**src/rtl/axi_channel_buffer_if.sv**
```systemverilog
// AXI4 five-channel bundle; the buffer takes the slave view upstream and
// the master view downstream.
interface axi_channel_buffer_if #(
  parameter int unsigned DATA_WIDTH = 32,
  parameter int unsigned ADDR_WIDTH = 32,
  parameter int unsigned ID_WIDTH   = 2
);
  localparam int unsigned STRB_WIDTH = DATA_WIDTH / 8;

  logic [ID_WIDTH-1:0]   aw_id;
  logic [ADDR_WIDTH-1:0] aw_addr;
  logic [7:0]            aw_len;
  logic [2:0]            aw_size;
  logic [1:0]            aw_burst;
  logic                  aw_lock;
  logic [3:0]            aw_cache;
  logic [2:0]            aw_prot;
  logic [3:0]            aw_qos;
  logic [3:0]            aw_region;
  logic                  aw_valid;
  logic                  aw_ready;

  logic [DATA_WIDTH-1:0] w_data;
  logic [STRB_WIDTH-1:0] w_strb;
  logic                  w_last;
  logic                  w_valid;
  logic                  w_ready;

  logic [ID_WIDTH-1:0]   b_id;
  logic [1:0]            b_resp;
  logic                  b_valid;
  logic                  b_ready;

  logic [ID_WIDTH-1:0]   ar_id;
  logic [ADDR_WIDTH-1:0] ar_addr;
  logic [7:0]            ar_len;
  logic [2:0]            ar_size;
  logic [1:0]            ar_burst;
  logic                  ar_lock;
  logic [3:0]            ar_cache;
  logic [2:0]            ar_prot;
  logic [3:0]            ar_qos;
  logic [3:0]            ar_region;
  logic                  ar_valid;
  logic                  ar_ready;

  logic [ID_WIDTH-1:0]   r_id;
  logic [DATA_WIDTH-1:0] r_data;
  logic [1:0]            r_resp;
  logic                  r_last;
  logic                  r_valid;
  logic                  r_ready;

  modport master (
    output aw_id, aw_addr, aw_len, aw_size, aw_burst, aw_lock, aw_cache, aw_prot, aw_qos,
           aw_region, aw_valid,
    input  aw_ready,
    output w_data, w_strb, w_last, w_valid,
    input  w_ready,
    input  b_id, b_resp, b_valid,
    output b_ready,
    output ar_id, ar_addr, ar_len, ar_size, ar_burst, ar_lock, ar_cache, ar_prot, ar_qos,
           ar_region, ar_valid,
    input  ar_ready,
    input  r_id, r_data, r_resp, r_last, r_valid,
    output r_ready
  );

  modport slave (
    input  aw_id, aw_addr, aw_len, aw_size, aw_burst, aw_lock, aw_cache, aw_prot, aw_qos,
           aw_region, aw_valid,
    output aw_ready,
    input  w_data, w_strb, w_last, w_valid,
    output w_ready,
    output b_id, b_resp, b_valid,
    input  b_ready,
    input  ar_id, ar_addr, ar_len, ar_size, ar_burst, ar_lock, ar_cache, ar_prot, ar_qos,
           ar_region, ar_valid,
    output ar_ready,
    output r_id, r_data, r_resp, r_last, r_valid,
    input  r_ready
  );
endinterface

```
**src/rtl/axi_channel_buffer.sv**
```systemverilog
// Single-clock AXI4 buffer: one FIFO per channel plus outstanding-transaction
// limiters on AW and AR.
module axi_channel_buffer #(
  parameter int unsigned DATA_WIDTH         = 32,
  parameter int unsigned ADDR_WIDTH         = 32,
  parameter int unsigned ID_WIDTH           = 2,
  parameter int unsigned FIFO_DEPTH         = 4,
  parameter int unsigned MAX_WR_OUTSTANDING = 8,
  parameter int unsigned MAX_RD_OUTSTANDING = 8
) (
  input  logic                                    axi_aclk,
  input  logic                                    axi_aresetn,
  axi_channel_buffer_if.slave                     s_axi,
  axi_channel_buffer_if.master                    m_axi,
  output logic [$clog2(MAX_WR_OUTSTANDING+1)-1:0] wr_outstanding_o,
  output logic [$clog2(MAX_RD_OUTSTANDING+1)-1:0] rd_outstanding_o
);
  localparam int unsigned WR_CNT_W = $clog2(MAX_WR_OUTSTANDING + 1);
  localparam int unsigned RD_CNT_W = $clog2(MAX_RD_OUTSTANDING + 1);
  localparam int unsigned AX_W     = ID_WIDTH + ADDR_WIDTH + 29;
  localparam int unsigned W_W      = DATA_WIDTH + DATA_WIDTH / 8 + 1;
  localparam int unsigned B_W      = ID_WIDTH + 2;
  localparam int unsigned R_W      = ID_WIDTH + DATA_WIDTH + 3;

  if (FIFO_DEPTH < 2 || (FIFO_DEPTH & (FIFO_DEPTH - 1)) != 0) begin : g_bad_depth
    $error("axi_channel_buffer: FIFO_DEPTH must be a power of two >= 2");
  end
  if (DATA_WIDTH < 8 || (DATA_WIDTH % 8) != 0) begin : g_bad_data_width
    $error("axi_channel_buffer: DATA_WIDTH must be a multiple of 8, minimum 8");
  end
  if (ID_WIDTH < 1 || MAX_WR_OUTSTANDING < 1 || MAX_RD_OUTSTANDING < 1) begin : g_bad_limits
    $error("axi_channel_buffer: ID_WIDTH and outstanding limits must be >= 1");
  end

  logic [WR_CNT_W-1:0] wr_cnt_q, wr_cnt_d;
  logic [RD_CNT_W-1:0] rd_cnt_q, rd_cnt_d;
  logic                wr_room, rd_room, aw_fifo_ready, ar_fifo_ready;
  logic                aw_hs, b_hs, ar_hs, r_last_hs;
  logic [AX_W-1:0]     aw_in, aw_out, ar_in, ar_out;
  logic [W_W-1:0]      w_in, w_out;
  logic [B_W-1:0]      b_in, b_out;
  logic [R_W-1:0]      r_in, r_out;

  assign wr_room        = wr_cnt_q < WR_CNT_W'(MAX_WR_OUTSTANDING);
  assign rd_room        = rd_cnt_q < RD_CNT_W'(MAX_RD_OUTSTANDING);
  assign s_axi.aw_ready = aw_fifo_ready & wr_room;
  assign s_axi.ar_ready = ar_fifo_ready & rd_room;

  assign aw_in = {s_axi.aw_id, s_axi.aw_addr, s_axi.aw_len, s_axi.aw_size, s_axi.aw_burst,
                  s_axi.aw_lock, s_axi.aw_cache, s_axi.aw_prot, s_axi.aw_qos, s_axi.aw_region};
  assign {m_axi.aw_id, m_axi.aw_addr, m_axi.aw_len, m_axi.aw_size, m_axi.aw_burst,
          m_axi.aw_lock, m_axi.aw_cache, m_axi.aw_prot, m_axi.aw_qos, m_axi.aw_region} = aw_out;
  assign ar_in = {s_axi.ar_id, s_axi.ar_addr, s_axi.ar_len, s_axi.ar_size, s_axi.ar_burst,
                  s_axi.ar_lock, s_axi.ar_cache, s_axi.ar_prot, s_axi.ar_qos, s_axi.ar_region};
  assign {m_axi.ar_id, m_axi.ar_addr, m_axi.ar_len, m_axi.ar_size, m_axi.ar_burst,
          m_axi.ar_lock, m_axi.ar_cache, m_axi.ar_prot, m_axi.ar_qos, m_axi.ar_region} = ar_out;
  assign w_in  = {s_axi.w_data, s_axi.w_strb, s_axi.w_last};
  assign {m_axi.w_data, m_axi.w_strb, m_axi.w_last} = w_out;
  assign b_in  = {m_axi.b_id, m_axi.b_resp};
  assign {s_axi.b_id, s_axi.b_resp} = b_out;
  assign r_in  = {m_axi.r_id, m_axi.r_data, m_axi.r_resp, m_axi.r_last};
  assign {s_axi.r_id, s_axi.r_data, s_axi.r_resp, s_axi.r_last} = r_out;

  // Address FIFOs see valid only when the limiter has room, so push == upstream handshake.
  axi_channel_buffer_fifo #(.WIDTH(AX_W), .DEPTH(FIFO_DEPTH)) u_aw_fifo (
    .clk(axi_aclk), .rst_n(axi_aresetn),
    .in_valid_i(s_axi.aw_valid & wr_room), .in_ready_o(aw_fifo_ready), .in_data_i(aw_in),
    .out_valid_o(m_axi.aw_valid), .out_ready_i(m_axi.aw_ready), .out_data_o(aw_out));

  axi_channel_buffer_fifo #(.WIDTH(W_W), .DEPTH(FIFO_DEPTH)) u_w_fifo (
    .clk(axi_aclk), .rst_n(axi_aresetn),
    .in_valid_i(s_axi.w_valid), .in_ready_o(s_axi.w_ready), .in_data_i(w_in),
    .out_valid_o(m_axi.w_valid), .out_ready_i(m_axi.w_ready), .out_data_o(w_out));

  axi_channel_buffer_fifo #(.WIDTH(B_W), .DEPTH(FIFO_DEPTH)) u_b_fifo (
    .clk(axi_aclk), .rst_n(axi_aresetn),
    .in_valid_i(m_axi.b_valid), .in_ready_o(m_axi.b_ready), .in_data_i(b_in),
    .out_valid_o(s_axi.b_valid), .out_ready_i(s_axi.b_ready), .out_data_o(b_out));

  axi_channel_buffer_fifo #(.WIDTH(AX_W), .DEPTH(FIFO_DEPTH)) u_ar_fifo (
    .clk(axi_aclk), .rst_n(axi_aresetn),
    .in_valid_i(s_axi.ar_valid & rd_room), .in_ready_o(ar_fifo_ready), .in_data_i(ar_in),
    .out_valid_o(m_axi.ar_valid), .out_ready_i(m_axi.ar_ready), .out_data_o(ar_out));

  axi_channel_buffer_fifo #(.WIDTH(R_W), .DEPTH(FIFO_DEPTH)) u_r_fifo (
    .clk(axi_aclk), .rst_n(axi_aresetn),
    .in_valid_i(m_axi.r_valid), .in_ready_o(m_axi.r_ready), .in_data_i(r_in),
    .out_valid_o(s_axi.r_valid), .out_ready_i(s_axi.r_ready), .out_data_o(r_out));

  assign aw_hs     = s_axi.aw_valid & s_axi.aw_ready;
  assign b_hs      = s_axi.b_valid & s_axi.b_ready;
  assign ar_hs     = s_axi.ar_valid & s_axi.ar_ready;
  assign r_last_hs = s_axi.r_valid & s_axi.r_ready & s_axi.r_last;

  // Saturating up/down counters; coincident request and response cancel out.
  always_comb begin
    wr_cnt_d = wr_cnt_q;
    rd_cnt_d = rd_cnt_q;
    if (aw_hs && !b_hs && wr_room) begin
      wr_cnt_d = wr_cnt_q + WR_CNT_W'(1);
    end else if (!aw_hs && b_hs && wr_cnt_q != '0) begin
      wr_cnt_d = wr_cnt_q - WR_CNT_W'(1);
    end
    if (ar_hs && !r_last_hs && rd_room) begin
      rd_cnt_d = rd_cnt_q + RD_CNT_W'(1);
    end else if (!ar_hs && r_last_hs && rd_cnt_q != '0) begin
      rd_cnt_d = rd_cnt_q - RD_CNT_W'(1);
    end
  end

  always_ff @(posedge axi_aclk or negedge axi_aresetn) begin
    if (!axi_aresetn) begin
      wr_cnt_q <= '0;
      rd_cnt_q <= '0;
    end else begin
      wr_cnt_q <= wr_cnt_d;
      rd_cnt_q <= rd_cnt_d;
    end
  end

  assign wr_outstanding_o = wr_cnt_q;
  assign rd_outstanding_o = rd_cnt_q;
endmodule

// Registered-storage FIFO, no bypass; ready is held low in reset and when full.
module axi_channel_buffer_fifo #(
  parameter int unsigned WIDTH = 8,
  parameter int unsigned DEPTH = 4
) (
  input  logic             clk,
  input  logic             rst_n,
  input  logic             in_valid_i,
  output logic             in_ready_o,
  input  logic [WIDTH-1:0] in_data_i,
  output logic             out_valid_o,
  input  logic             out_ready_i,
  output logic [WIDTH-1:0] out_data_o
);
  localparam int unsigned PTR_W = $clog2(DEPTH);
  localparam int unsigned CNT_W = PTR_W + 1;

  logic [WIDTH-1:0] mem_q [DEPTH];
  logic [PTR_W-1:0] wr_ptr_q, wr_ptr_d, rd_ptr_q, rd_ptr_d;
  logic [CNT_W-1:0] cnt_q, cnt_d;
  logic             push, pop;

  assign in_ready_o  = rst_n & (cnt_q < CNT_W'(DEPTH));
  assign out_valid_o = (cnt_q != '0);
  assign out_data_o  = mem_q[rd_ptr_q];
  assign push        = in_valid_i & in_ready_o;
  assign pop         = out_valid_o & out_ready_i;

  always_comb begin
    wr_ptr_d = wr_ptr_q + PTR_W'(push);
    rd_ptr_d = rd_ptr_q + PTR_W'(pop);
    cnt_d    = cnt_q;
    if (push && !pop) begin
      cnt_d = cnt_q + CNT_W'(1);
    end else if (!push && pop) begin
      cnt_d = cnt_q - CNT_W'(1);
    end
  end

  always_ff @(posedge clk or negedge rst_n) begin
    if (!rst_n) begin
      wr_ptr_q <= '0;
      rd_ptr_q <= '0;
      cnt_q    <= '0;
    end else begin
      wr_ptr_q <= wr_ptr_d;
      rd_ptr_q <= rd_ptr_d;
      cnt_q    <= cnt_d;
    end
  end

  always_ff @(posedge clk) begin
    if (push) begin
      mem_q[wr_ptr_q] <= in_data_i;
    end
  end
endmodule

```
**src/flat_wrapper.sv**
```systemverilog
// flat-port wrapper written by rule: the top's interface ports become plain ports
module axi_channel_buffer_flat 
#(
  parameter int unsigned DATA_WIDTH         = 32,
  parameter int unsigned ADDR_WIDTH         = 32,
  parameter int unsigned ID_WIDTH           = 2,
  parameter int unsigned FIFO_DEPTH         = 4,
  parameter int unsigned MAX_WR_OUTSTANDING = 8,
  parameter int unsigned MAX_RD_OUTSTANDING = 8
)
  (axi_aclk, axi_aresetn, wr_outstanding_o, rd_outstanding_o, s_axi_aw_id, s_axi_aw_addr, s_axi_aw_len, s_axi_aw_size, s_axi_aw_burst, s_axi_aw_lock, s_axi_aw_cache, s_axi_aw_prot, s_axi_aw_qos, s_axi_aw_region, s_axi_aw_valid, s_axi_aw_ready, s_axi_w_data, s_axi_w_strb, s_axi_w_last, s_axi_w_valid, s_axi_w_ready, s_axi_b_id, s_axi_b_resp, s_axi_b_valid, s_axi_b_ready, s_axi_ar_id, s_axi_ar_addr, s_axi_ar_len, s_axi_ar_size, s_axi_ar_burst, s_axi_ar_lock, s_axi_ar_cache, s_axi_ar_prot, s_axi_ar_qos, s_axi_ar_region, s_axi_ar_valid, s_axi_ar_ready, s_axi_r_id, s_axi_r_data, s_axi_r_resp, s_axi_r_last, s_axi_r_valid, s_axi_r_ready, m_axi_aw_id, m_axi_aw_addr, m_axi_aw_len, m_axi_aw_size, m_axi_aw_burst, m_axi_aw_lock, m_axi_aw_cache, m_axi_aw_prot, m_axi_aw_qos, m_axi_aw_region, m_axi_aw_valid, m_axi_aw_ready, m_axi_w_data, m_axi_w_strb, m_axi_w_last, m_axi_w_valid, m_axi_w_ready, m_axi_b_id, m_axi_b_resp, m_axi_b_valid, m_axi_b_ready, m_axi_ar_id, m_axi_ar_addr, m_axi_ar_len, m_axi_ar_size, m_axi_ar_burst, m_axi_ar_lock, m_axi_ar_cache, m_axi_ar_prot, m_axi_ar_qos, m_axi_ar_region, m_axi_ar_valid, m_axi_ar_ready, m_axi_r_id, m_axi_r_data, m_axi_r_resp, m_axi_r_last, m_axi_r_valid, m_axi_r_ready);
  axi_channel_buffer_if #(.DATA_WIDTH(DATA_WIDTH), .ADDR_WIDTH(ADDR_WIDTH), .ID_WIDTH(ID_WIDTH)) s_axi_i ();
  axi_channel_buffer_if #(.DATA_WIDTH(DATA_WIDTH), .ADDR_WIDTH(ADDR_WIDTH), .ID_WIDTH(ID_WIDTH)) m_axi_i ();
  input  logic axi_aclk;
  input  logic axi_aresetn;
  output logic [$clog2(MAX_WR_OUTSTANDING+1)-1:0] wr_outstanding_o;
  output logic [$clog2(MAX_RD_OUTSTANDING+1)-1:0] rd_outstanding_o;
  input wire logic [$bits(s_axi_i.aw_id)-1:0] s_axi_aw_id;
  input wire logic [$bits(s_axi_i.aw_addr)-1:0] s_axi_aw_addr;
  input wire logic [$bits(s_axi_i.aw_len)-1:0] s_axi_aw_len;
  input wire logic [$bits(s_axi_i.aw_size)-1:0] s_axi_aw_size;
  input wire logic [$bits(s_axi_i.aw_burst)-1:0] s_axi_aw_burst;
  input wire logic [$bits(s_axi_i.aw_lock)-1:0] s_axi_aw_lock;
  input wire logic [$bits(s_axi_i.aw_cache)-1:0] s_axi_aw_cache;
  input wire logic [$bits(s_axi_i.aw_prot)-1:0] s_axi_aw_prot;
  input wire logic [$bits(s_axi_i.aw_qos)-1:0] s_axi_aw_qos;
  input wire logic [$bits(s_axi_i.aw_region)-1:0] s_axi_aw_region;
  input wire logic [$bits(s_axi_i.aw_valid)-1:0] s_axi_aw_valid;
  output wire logic [$bits(s_axi_i.aw_ready)-1:0] s_axi_aw_ready;
  input wire logic [$bits(s_axi_i.w_data)-1:0] s_axi_w_data;
  input wire logic [$bits(s_axi_i.w_strb)-1:0] s_axi_w_strb;
  input wire logic [$bits(s_axi_i.w_last)-1:0] s_axi_w_last;
  input wire logic [$bits(s_axi_i.w_valid)-1:0] s_axi_w_valid;
  output wire logic [$bits(s_axi_i.w_ready)-1:0] s_axi_w_ready;
  output wire logic [$bits(s_axi_i.b_id)-1:0] s_axi_b_id;
  output wire logic [$bits(s_axi_i.b_resp)-1:0] s_axi_b_resp;
  output wire logic [$bits(s_axi_i.b_valid)-1:0] s_axi_b_valid;
  input wire logic [$bits(s_axi_i.b_ready)-1:0] s_axi_b_ready;
  input wire logic [$bits(s_axi_i.ar_id)-1:0] s_axi_ar_id;
  input wire logic [$bits(s_axi_i.ar_addr)-1:0] s_axi_ar_addr;
  input wire logic [$bits(s_axi_i.ar_len)-1:0] s_axi_ar_len;
  input wire logic [$bits(s_axi_i.ar_size)-1:0] s_axi_ar_size;
  input wire logic [$bits(s_axi_i.ar_burst)-1:0] s_axi_ar_burst;
  input wire logic [$bits(s_axi_i.ar_lock)-1:0] s_axi_ar_lock;
  input wire logic [$bits(s_axi_i.ar_cache)-1:0] s_axi_ar_cache;
  input wire logic [$bits(s_axi_i.ar_prot)-1:0] s_axi_ar_prot;
  input wire logic [$bits(s_axi_i.ar_qos)-1:0] s_axi_ar_qos;
  input wire logic [$bits(s_axi_i.ar_region)-1:0] s_axi_ar_region;
  input wire logic [$bits(s_axi_i.ar_valid)-1:0] s_axi_ar_valid;
  output wire logic [$bits(s_axi_i.ar_ready)-1:0] s_axi_ar_ready;
  output wire logic [$bits(s_axi_i.r_id)-1:0] s_axi_r_id;
  output wire logic [$bits(s_axi_i.r_data)-1:0] s_axi_r_data;
  output wire logic [$bits(s_axi_i.r_resp)-1:0] s_axi_r_resp;
  output wire logic [$bits(s_axi_i.r_last)-1:0] s_axi_r_last;
  output wire logic [$bits(s_axi_i.r_valid)-1:0] s_axi_r_valid;
  input wire logic [$bits(s_axi_i.r_ready)-1:0] s_axi_r_ready;
  output wire logic [$bits(m_axi_i.aw_id)-1:0] m_axi_aw_id;
  output wire logic [$bits(m_axi_i.aw_addr)-1:0] m_axi_aw_addr;
  output wire logic [$bits(m_axi_i.aw_len)-1:0] m_axi_aw_len;
  output wire logic [$bits(m_axi_i.aw_size)-1:0] m_axi_aw_size;
  output wire logic [$bits(m_axi_i.aw_burst)-1:0] m_axi_aw_burst;
  output wire logic [$bits(m_axi_i.aw_lock)-1:0] m_axi_aw_lock;
  output wire logic [$bits(m_axi_i.aw_cache)-1:0] m_axi_aw_cache;
  output wire logic [$bits(m_axi_i.aw_prot)-1:0] m_axi_aw_prot;
  output wire logic [$bits(m_axi_i.aw_qos)-1:0] m_axi_aw_qos;
  output wire logic [$bits(m_axi_i.aw_region)-1:0] m_axi_aw_region;
  output wire logic [$bits(m_axi_i.aw_valid)-1:0] m_axi_aw_valid;
  input wire logic [$bits(m_axi_i.aw_ready)-1:0] m_axi_aw_ready;
  output wire logic [$bits(m_axi_i.w_data)-1:0] m_axi_w_data;
  output wire logic [$bits(m_axi_i.w_strb)-1:0] m_axi_w_strb;
  output wire logic [$bits(m_axi_i.w_last)-1:0] m_axi_w_last;
  output wire logic [$bits(m_axi_i.w_valid)-1:0] m_axi_w_valid;
  input wire logic [$bits(m_axi_i.w_ready)-1:0] m_axi_w_ready;
  input wire logic [$bits(m_axi_i.b_id)-1:0] m_axi_b_id;
  input wire logic [$bits(m_axi_i.b_resp)-1:0] m_axi_b_resp;
  input wire logic [$bits(m_axi_i.b_valid)-1:0] m_axi_b_valid;
  output wire logic [$bits(m_axi_i.b_ready)-1:0] m_axi_b_ready;
  output wire logic [$bits(m_axi_i.ar_id)-1:0] m_axi_ar_id;
  output wire logic [$bits(m_axi_i.ar_addr)-1:0] m_axi_ar_addr;
  output wire logic [$bits(m_axi_i.ar_len)-1:0] m_axi_ar_len;
  output wire logic [$bits(m_axi_i.ar_size)-1:0] m_axi_ar_size;
  output wire logic [$bits(m_axi_i.ar_burst)-1:0] m_axi_ar_burst;
  output wire logic [$bits(m_axi_i.ar_lock)-1:0] m_axi_ar_lock;
  output wire logic [$bits(m_axi_i.ar_cache)-1:0] m_axi_ar_cache;
  output wire logic [$bits(m_axi_i.ar_prot)-1:0] m_axi_ar_prot;
  output wire logic [$bits(m_axi_i.ar_qos)-1:0] m_axi_ar_qos;
  output wire logic [$bits(m_axi_i.ar_region)-1:0] m_axi_ar_region;
  output wire logic [$bits(m_axi_i.ar_valid)-1:0] m_axi_ar_valid;
  input wire logic [$bits(m_axi_i.ar_ready)-1:0] m_axi_ar_ready;
  input wire logic [$bits(m_axi_i.r_id)-1:0] m_axi_r_id;
  input wire logic [$bits(m_axi_i.r_data)-1:0] m_axi_r_data;
  input wire logic [$bits(m_axi_i.r_resp)-1:0] m_axi_r_resp;
  input wire logic [$bits(m_axi_i.r_last)-1:0] m_axi_r_last;
  input wire logic [$bits(m_axi_i.r_valid)-1:0] m_axi_r_valid;
  output wire logic [$bits(m_axi_i.r_ready)-1:0] m_axi_r_ready;
  assign s_axi_i.aw_id = s_axi_aw_id;
  assign s_axi_i.aw_addr = s_axi_aw_addr;
  assign s_axi_i.aw_len = s_axi_aw_len;
  assign s_axi_i.aw_size = s_axi_aw_size;
  assign s_axi_i.aw_burst = s_axi_aw_burst;
  assign s_axi_i.aw_lock = s_axi_aw_lock;
  assign s_axi_i.aw_cache = s_axi_aw_cache;
  assign s_axi_i.aw_prot = s_axi_aw_prot;
  assign s_axi_i.aw_qos = s_axi_aw_qos;
  assign s_axi_i.aw_region = s_axi_aw_region;
  assign s_axi_i.aw_valid = s_axi_aw_valid;
  assign s_axi_aw_ready = s_axi_i.aw_ready;
  assign s_axi_i.w_data = s_axi_w_data;
  assign s_axi_i.w_strb = s_axi_w_strb;
  assign s_axi_i.w_last = s_axi_w_last;
  assign s_axi_i.w_valid = s_axi_w_valid;
  assign s_axi_w_ready = s_axi_i.w_ready;
  assign s_axi_b_id = s_axi_i.b_id;
  assign s_axi_b_resp = s_axi_i.b_resp;
  assign s_axi_b_valid = s_axi_i.b_valid;
  assign s_axi_i.b_ready = s_axi_b_ready;
  assign s_axi_i.ar_id = s_axi_ar_id;
  assign s_axi_i.ar_addr = s_axi_ar_addr;
  assign s_axi_i.ar_len = s_axi_ar_len;
  assign s_axi_i.ar_size = s_axi_ar_size;
  assign s_axi_i.ar_burst = s_axi_ar_burst;
  assign s_axi_i.ar_lock = s_axi_ar_lock;
  assign s_axi_i.ar_cache = s_axi_ar_cache;
  assign s_axi_i.ar_prot = s_axi_ar_prot;
  assign s_axi_i.ar_qos = s_axi_ar_qos;
  assign s_axi_i.ar_region = s_axi_ar_region;
  assign s_axi_i.ar_valid = s_axi_ar_valid;
  assign s_axi_ar_ready = s_axi_i.ar_ready;
  assign s_axi_r_id = s_axi_i.r_id;
  assign s_axi_r_data = s_axi_i.r_data;
  assign s_axi_r_resp = s_axi_i.r_resp;
  assign s_axi_r_last = s_axi_i.r_last;
  assign s_axi_r_valid = s_axi_i.r_valid;
  assign s_axi_i.r_ready = s_axi_r_ready;
  assign m_axi_aw_id = m_axi_i.aw_id;
  assign m_axi_aw_addr = m_axi_i.aw_addr;
  assign m_axi_aw_len = m_axi_i.aw_len;
  assign m_axi_aw_size = m_axi_i.aw_size;
  assign m_axi_aw_burst = m_axi_i.aw_burst;
  assign m_axi_aw_lock = m_axi_i.aw_lock;
  assign m_axi_aw_cache = m_axi_i.aw_cache;
  assign m_axi_aw_prot = m_axi_i.aw_prot;
  assign m_axi_aw_qos = m_axi_i.aw_qos;
  assign m_axi_aw_region = m_axi_i.aw_region;
  assign m_axi_aw_valid = m_axi_i.aw_valid;
  assign m_axi_i.aw_ready = m_axi_aw_ready;
  assign m_axi_w_data = m_axi_i.w_data;
  assign m_axi_w_strb = m_axi_i.w_strb;
  assign m_axi_w_last = m_axi_i.w_last;
  assign m_axi_w_valid = m_axi_i.w_valid;
  assign m_axi_i.w_ready = m_axi_w_ready;
  assign m_axi_i.b_id = m_axi_b_id;
  assign m_axi_i.b_resp = m_axi_b_resp;
  assign m_axi_i.b_valid = m_axi_b_valid;
  assign m_axi_b_ready = m_axi_i.b_ready;
  assign m_axi_ar_id = m_axi_i.ar_id;
  assign m_axi_ar_addr = m_axi_i.ar_addr;
  assign m_axi_ar_len = m_axi_i.ar_len;
  assign m_axi_ar_size = m_axi_i.ar_size;
  assign m_axi_ar_burst = m_axi_i.ar_burst;
  assign m_axi_ar_lock = m_axi_i.ar_lock;
  assign m_axi_ar_cache = m_axi_i.ar_cache;
  assign m_axi_ar_prot = m_axi_i.ar_prot;
  assign m_axi_ar_qos = m_axi_i.ar_qos;
  assign m_axi_ar_region = m_axi_i.ar_region;
  assign m_axi_ar_valid = m_axi_i.ar_valid;
  assign m_axi_i.ar_ready = m_axi_ar_ready;
  assign m_axi_i.r_id = m_axi_r_id;
  assign m_axi_i.r_data = m_axi_r_data;
  assign m_axi_i.r_resp = m_axi_r_resp;
  assign m_axi_i.r_last = m_axi_r_last;
  assign m_axi_i.r_valid = m_axi_r_valid;
  assign m_axi_r_ready = m_axi_i.r_ready;
  axi_channel_buffer #(.DATA_WIDTH(DATA_WIDTH), .ADDR_WIDTH(ADDR_WIDTH), .ID_WIDTH(ID_WIDTH), .FIFO_DEPTH(FIFO_DEPTH), .MAX_WR_OUTSTANDING(MAX_WR_OUTSTANDING), .MAX_RD_OUTSTANDING(MAX_RD_OUTSTANDING)) u_core (.axi_aclk(axi_aclk), .axi_aresetn(axi_aresetn), .s_axi(s_axi_i), .m_axi(m_axi_i), .wr_outstanding_o(wr_outstanding_o), .rd_outstanding_o(rd_outstanding_o));
endmodule
```
**config.mk**
```make
export PLATFORM = sky130hd
export DESIGN_NAME = axi_channel_buffer_flat
export DESIGN_NICKNAME = d
export VERILOG_FILES = /design/src/rtl/axi_channel_buffer_if.sv /design/src/rtl/axi_channel_buffer.sv /design/src/flat_wrapper.sv
export SDC_FILE = /design/constraint.sdc
export NUM_CORES = 1
export LEC_CHECK = 0
export ABC_CLOCK_PERIOD_IN_PS = 18850
export CORE_ASPECT_RATIO = 0.8
export CORE_UTILIZATION = 30
export CTS_CLUSTER_DIAMETER = 60
export DETAILED_ROUTE_END_ITERATION = 7
export SKIP_LAST_GASP = 1
export SYNTH_ARGS = -nofsm -noshare
export SYNTH_HDL_FRONTEND = slang
export SYNTH_SLANG_ARGS = --single-unit
```
**constraint.sdc**
```tcl
create_clock -name axi_aclk -period 18.85 [get_ports axi_aclk]
set_clock_uncertainty 0.1 [all_clocks]
set_input_delay 1.885 -clock axi_aclk [delete_from_list [all_inputs] [get_ports axi_aclk]]
set_output_delay 1.885 -clock axi_aclk [all_outputs]
set_load 0.005 [all_outputs]
```
==> results.json, run 1 <==
{
  "cts_buffer_depth": 3,
  "min_path_type": "flop to flop",
  "intPower_mw": 4.262,
  "path_class": "input port to output pin",
  "io_pins": 438,
  "cp-end-kind": "output pin",
  "clkLatencyLatePin_ps": 650,
  "wire_per_inst_microns": 20.66,
  "vias": 14547,
  "worstReg2RegEnd": "u_core.rd_outstanding_o[3]",
  "drc": 0,
  "synth_seq_cells": 859,
  "die_area_sq_um": 106600,
  "place_ws_ps": 12870,
  "cts_setup_buffers": 0,
  "path_clk_slew_ps": 60,
  "grt_pass1_vias": 15479,
  "whs_path_depth": 1,
  "combPwrFrac": 0.276,
  "worstPathArrival_ps": 3930,
  "maxSlewViolCount": 0,
  "setup_tns_ps": 0,
  "fin_util": 0.3909,
  "grt_pass1_wl_microns": 98910,
  "r2r_start": "u_core.u_r_fifo.rd_ptr_q[0]",
  "die_h_microns": 292.3,
  "syn_area_per_cell_sq_um": 25.14,
  "drive_gt1_frac": 0.2165,
  "rows": 106,
  "vdd_drop_max_v": 0.00008310,
  "worst_r2r_path_depth": 9,
  "cts_hold_buf": 0,
  "avgViaCountPerCell": 4.480,
  "slew_headroom": 0.2821,
  "grt_overflow_total": 0,
  "cts_buffers": 92,
  "syn-num-nets": 1499,
  "final_cell_mix": "edfxtp_1 (816), clkdlybuf4s50_1 (436), mux4_2 (202), clkbuf_16 (92), dfrtp_1 (37)",
  "layout_commonest_cell": "edfxtp_1",
  "crit_required_ps": 16860,
  "diodes": 0,
  "min_to": "u_core.u_w_fifo.cnt_q[2]",
  "ys_types": 38,
  "worst_pin_slew_ps": 1077,
  "clock.fmax_mhz": 169.0,
  "cts-root-buf": "clkbuf_16",
  "setup_viol": 0,
  "power_frac_seq": 0.417,
  "dpl-instance-area_sq_um": 37790,
  "syn_area_sq_um": 31600,
  "r2r_slack_ps": 15660,
  "syn_inst": 1257,
  "design_area_sq_um": 40810,
  "antenna_left": 0,
  "grt.total_usage": 0.1247,
  "p_switching_mw": 1.522,
  "drt_iter0_drc": 853,
  "area_delta_synth_final_pct": 29.15,
  "p_leak_nw": 13.08,
  "antenna_found_initial": 14,
  "rsz0062_at_grt": "false",
  "finalHoldViolCount": 0,
  "outcome": "finished clean",
  "ys_seq_area_frac": 0.8096,
  "switching_share": 0.2631,
  "drtPass1Iterations": 4,
  "numClockSinks": 859,
  "start_util": 0.3027,
  "max-cap-violations": 0,
  "fin_ws_ps": 12930,
  "fin_crit_sh": 0.3138,
  "power_density_nw_per_um2": 141.7,
  "yosysWarnings": 0,
  "cts_max_level": 3,
  "startpoint_type": "input port",
  "gp_congestion": 0.6960,
  "finalWirelength_microns": 67080,
  "cts_resized": 0,
  "grt_max_degree": 65,
  "hold_start": "u_core.u_w_fifo.cnt_q[2]",
  "crit_start": "axi_aresetn",
  "die_w_microns": 364.8,
  "crit_fanout": 28,
  "clockPowerShare": 0.307,
  "design.core.area_sq_um": 104400,
  "cts_tree": "built",
  "port_buffers": 437,
  "timing.final.crit_period_ps": 5916,
  "num-nets-final": 2009,
  "hpwl_microns": 41310
}
-- sequential cells by signal, indices dropped and copies added, names as in the netlist, 3 cells and up --
| signal | flops |
|---|---|
| u_core.u_ar_fifo.cnt_q | 3 |
| u_core.u_ar_fifo.mem_q | 252 |
| u_core.u_w_fifo.cnt_q | 3 |
| u_core.u_aw_fifo.mem_q | 252 |
| u_core.u_r_fifo.cnt_q | 3 |
| u_core.u_aw_fifo.cnt_q | 3 |
| u_core.rd_outstanding_o | 4 |
| u_core.wr_outstanding_o | 4 |
| u_core.u_b_fifo.cnt_q | 3 |
| u_core.u_w_fifo.mem_q | 148 |
| u_core.u_r_fifo.mem_q | 148 |
| u_core.u_b_fifo.mem_q | 16 |
-- cell type report --
cell class              count  area [sq um]
fillers                  9233         63570
flip-flops and latches    859         25590
multi-input cells         339          5841
repair buffers            460          4542
clock buffers             109          2396
well taps                1404          1757
clock inverters            61         619.3
inverters                  15         56.30
-- per-layer routing --
metal | vias up | wire length, microns | track usage
met5 | - | 140 | 0
met4 | 24 | 1434 | 0.03361
met1 | 7630 | 27330 | 0.1571
met3 | 126 | 6143 | 0.05278
li1 | 6383 | - | -
met2 | 384 | 32030 | 0.1965
-- critical path, cell delays in order --
cell	delay, ps
buf_2	450
buf_4	480
nor3b_2	390
clkdlybuf4s50_1	670
-- cells by family (layout without fill, tap and decap cells) --
group,count (synthesis),in the layout,share of synthesized area
flip-flops,859,859,0.8096
multiplexers,214,214,0.1495
buffers and inverters,59,645,0.007999
AND/OR/NAND/NOR,58,58,0.01006
XOR/XNOR,29,29,0.008039
adder cells (fa/ha/maj),26,26,0.01196
AO/OA/AOI/OAI,12,12,0.002812
-- synth_stat cells (all sizes together) --
library cell | instances | area, sq um
o31a | 1 | 8.760
nor4 | 1 | 6.260
buf | 26 | 128.9
o41ai | 1 | 8.760
or4 | 2 | 15.01
and3 | 5 | 31.28
dfrtp | 43 | 1076
nor2b | 3 | 18.77
mux2 | 9 | 108.9
edfxtp | 816 | 24500
nor2 | 10 | 37.54
mux4 | 204 | 4602
o31ai | 1 | 12.51
xnor2 | 6 | 52.55
o21ai | 2 | 10.01
o221ai | 1 | 8.760
fa | 7 | 140.1
nand3 | 2 | 10.01
nand4bb | 1 | 11.26
inv | 15 | 56.30
xor2 | 23 | 201.4
ha | 19 | 237.7
nor3 | 7 | 35.03
a21o | 4 | 30.03
clkbuf | 18 | 67.56
or3 | 5 | 31.28
a21oi | 2 | 10.01
nand2 | 15 | 63.81
nor3b | 7 | 57.55
mux2i | 1 | 13.76
-- power groups by stage --
stage / clock network, mW / logic (mW) / registers (mW)
2_1_floorplan: 0 / 0.843 / 2.37
3_3_place_gp: 0 / 1.62 / 2.44
3_5_place_dp: 0 / 1.64 / 2.46
4_1_cts: 1.84 / 1.65 / 2.42
5_1_grt: 1.91 / 1.72 / 2.44
6_report: 1.78 / 1.59 / 2.41
-- through the flow --
step,cells,hold slack [ps],total power [mW]
3_5_place_dp,3077,380.3,4.095
3_3_place_gp,3077,389.5,4.066
4_1_cts,3247,393.1,5.908
5_1_grt,3247,423.3,6.064
2_1_floorplan,1257,355.5,3.215
6_report,3247,392.9,5.783
-- how the worst max path moves through the flow --
stage	to	slack, ps	depth (start not counted)
6_report	s_axi_aw_ready	12930	4
5_1_grt	s_axi_aw_ready	12710	4
4_1_cts	s_axi_aw_ready	12870	4
3_5_place_dp	s_axi_aw_ready	12870	4
3_3_place_gp	s_axi_aw_ready	12900	4
2_1_floorplan	u_core.u_aw_fifo.mem_q[1][0]	11310	3
No activity file was read; power rests on OpenSTA's default activity.
==> inputs of run 2 (changes only) <==
ABC_CLOCK_PERIOD_IN_PS = 4800   (was 18850)
clock period = 4.8 ns   (was 18.85 ns; I/O delays follow)
==> run 2 against run 1 <==
Compared with the run above:
- sequential share of layout area down 0.14 points
- global-route usage is 0.21 points higher
- sequential power rose to 4.0 times the previous value
- largest cell class unchanged
==> results.json, run 2 (same netlist as run 1, synthesis figures left out) <==
{
  "vias": 14575,
  "critPathSlowestCell": "dfrtp_2",
  "fin_ws_ps": 1143,
  "outcome": "finished clean",
  "antenna_found_initial": 11,
  "layout_commonest_cell": "edfxtp_1",
  "design.core.area_sq_um": 104400,
  "grt_pass1_wl_microns": 100900,
  "grt_max_degree": 65,
  "setup_tns_ps": 0,
  "clkLatencyLatePin_ps": 660,
  "drtPass1Iterations": 7,
  "antenna_left": 0,
  "avgViaCountPerCell": 4.483,
  "startpoint_type": "flop",
  "grt_pass1_vias": 15681,
  "start_util": 0.3027,
  "cts_max_level": 3,
  "reg_top3": "u_core.u_ar_fifo.mem_q: 252 flops, u_core.u_aw_fifo.mem_q: 252 flops",
  "fin_util": 0.3918,
  "cp-end-kind": "output pin",
  "power_density_nw_per_um2": 554.2,
  "num-nets-final": 2015,
  "grt.total_usage": 0.1268,
  "setup_viol": 0,
  "fillerInstances": 9267,
  "maxSlewViolCount": 0,
  "drt_iter0_drc": 888,
  "crit_chain": "buf_4, mux4_1, clkdlybuf4s50_1",
  "min_path_type": "input port to async pin",
  "cts_buffer_depth": 3,
  "drc": 0,
  "p_leak_nw": 13.11,
  "rsz0062_at_grt": "false",
  "clock.fmax_mhz": 273.5,
  "timing.final.crit_period_ps": 3657,
  "holdWs_ps": 238.0,
  "crit_fanout": 23,
  "port_buffers": 437,
  "finalWirelength_microns": 68300,
  "worst_pin_slew_ps": 1047,
  "numClockSinks": 859,
  "grt_overflow_total": 0,
  "die_h_microns": 292.3,
  "finalPower_mw": 22.66,
  "area_delta_synth_final_pct": 29.44,
  "path_clk_slew_ps": 60,
  "wire_per_inst_microns": 21.01,
  "max-cap-violations": 0,
  "hpwl_microns": 43290,
  "cts_buffers": 91,
  "fin_crit_sh": 0.7618,
  "cts_resized": 0,
  "vdd_drop_max_v": 0.0003623,
  "cts_tree": "built",
  "cts-root-buf": "clkbuf_16",
  "slew_headroom": 0.3022,
  "slowest_delay_ps": 720,
  "io_pins": 438,
  "drive_gt1_frac": 0.2146,
  "place_ws_ps": 1445,
  "path_class": "flop to output pin",
  "rows": 106,
  "die_w_microns": 364.8,
  "crit_required_ps": 4220,
  "die_area_sq_um": 106600,
  "gp_congestion": 0.7377,
  "worstPathArrival_ps": 3080,
  "finalHoldViolCount": 0,
  "final_cell_mix": "edfxtp_1 (816), clkdlybuf4s50_1 (436), mux4_2 (202), clkbuf_16 (92), dfrtp_1 (37)"
}
## run 2: worst paths after layout
| path | from | to | slack, ps | cells past startpoint |
|---|---|---|---|---|
| max | u_core.u_r_fifo.rd_ptr_q[0] | s_axi_r_resp[1] | 1140 | 3 |
| min | axi_aresetn | u_core.u_ar_fifo.cnt_q[1] | 240 | 2 |
| max in group asynchronous | axi_aresetn | u_core.u_aw_fifo.rd_ptr_q[1] | 3690 | 3 |
| min in group axi_aclk | s_axi_aw_addr[22] | u_core.u_aw_fifo.mem_q[2][51] | 350 | 1 |
| max reg2reg | u_core.u_r_fifo.rd_ptr_q[0] | u_core.rd_outstanding_o[3] | 1830 | 8 |
| min reg2reg | u_core.u_w_fifo.cnt_q[2] | u_core.u_w_fifo.cnt_q[2] | 400 | 1 |
## run 2: power by group
| group | switching [mW] | total, mW | internal [mW] |
|---|---|---|---|
| clock network | 2.89 | 6.86 | 3.96 |
| logic | 2.33 | 6.13 | 3.79 |
| registers | 0.785 | 9.68 | 8.90 |
## run 2: repair_timing
action / 4_1_cts / 5_1_grt
hold buffers: 1 / 0
endpoints found under the setup margin: 0 / 0
buffers inserted: 0 / 0
endpoints found under the hold margin: 10 / 0
## run 2: layout make-up
cell class | count | area (sq um) | area share
Sequential cell | 859 | 25590 | 0.6258
Multi-Input combinational cell | 339 | 5857 | 0.1432
Timing Repair Buffer | 467 | 4672 | 0.1142
Clock buffer | 117 | 2446 | 0.05981
Tap cell | 1404 | 1757 | 0.04295
Clock inverter | 48 | 510.5 | 0.01248
Inverter | 15 | 56.30 | 0.001377
Antenna cell | 2 | 5.005 | 0.0001224
## run 2: stage by stage
stage / cells / instance area, sq um
after CTS: 3249 / 40890
after global routing: 3250 / 40900
after detailed placement: 3083 / 37930
final: 3251 / 40900
after floorplan: 1257 / 31620
after global placement: 3083 / 37930
## run 2: metal layers
layer	vias up	GRT usage	wire, microns
li1	6391	-	-
met1	7676	0.1605	28310
met2	387	0.2042	33150
met3	109	0.04759	5357
met4	12	0.03269	1404
met5	-	0	79
## run 2: worst max-delay path, delay by kind of cell, from the launching register on
family | cells | cell delay [ps]
multiplexers | 1 | 650
flip-flops | 1 | 720
buffers and inverters | 2 | 1020
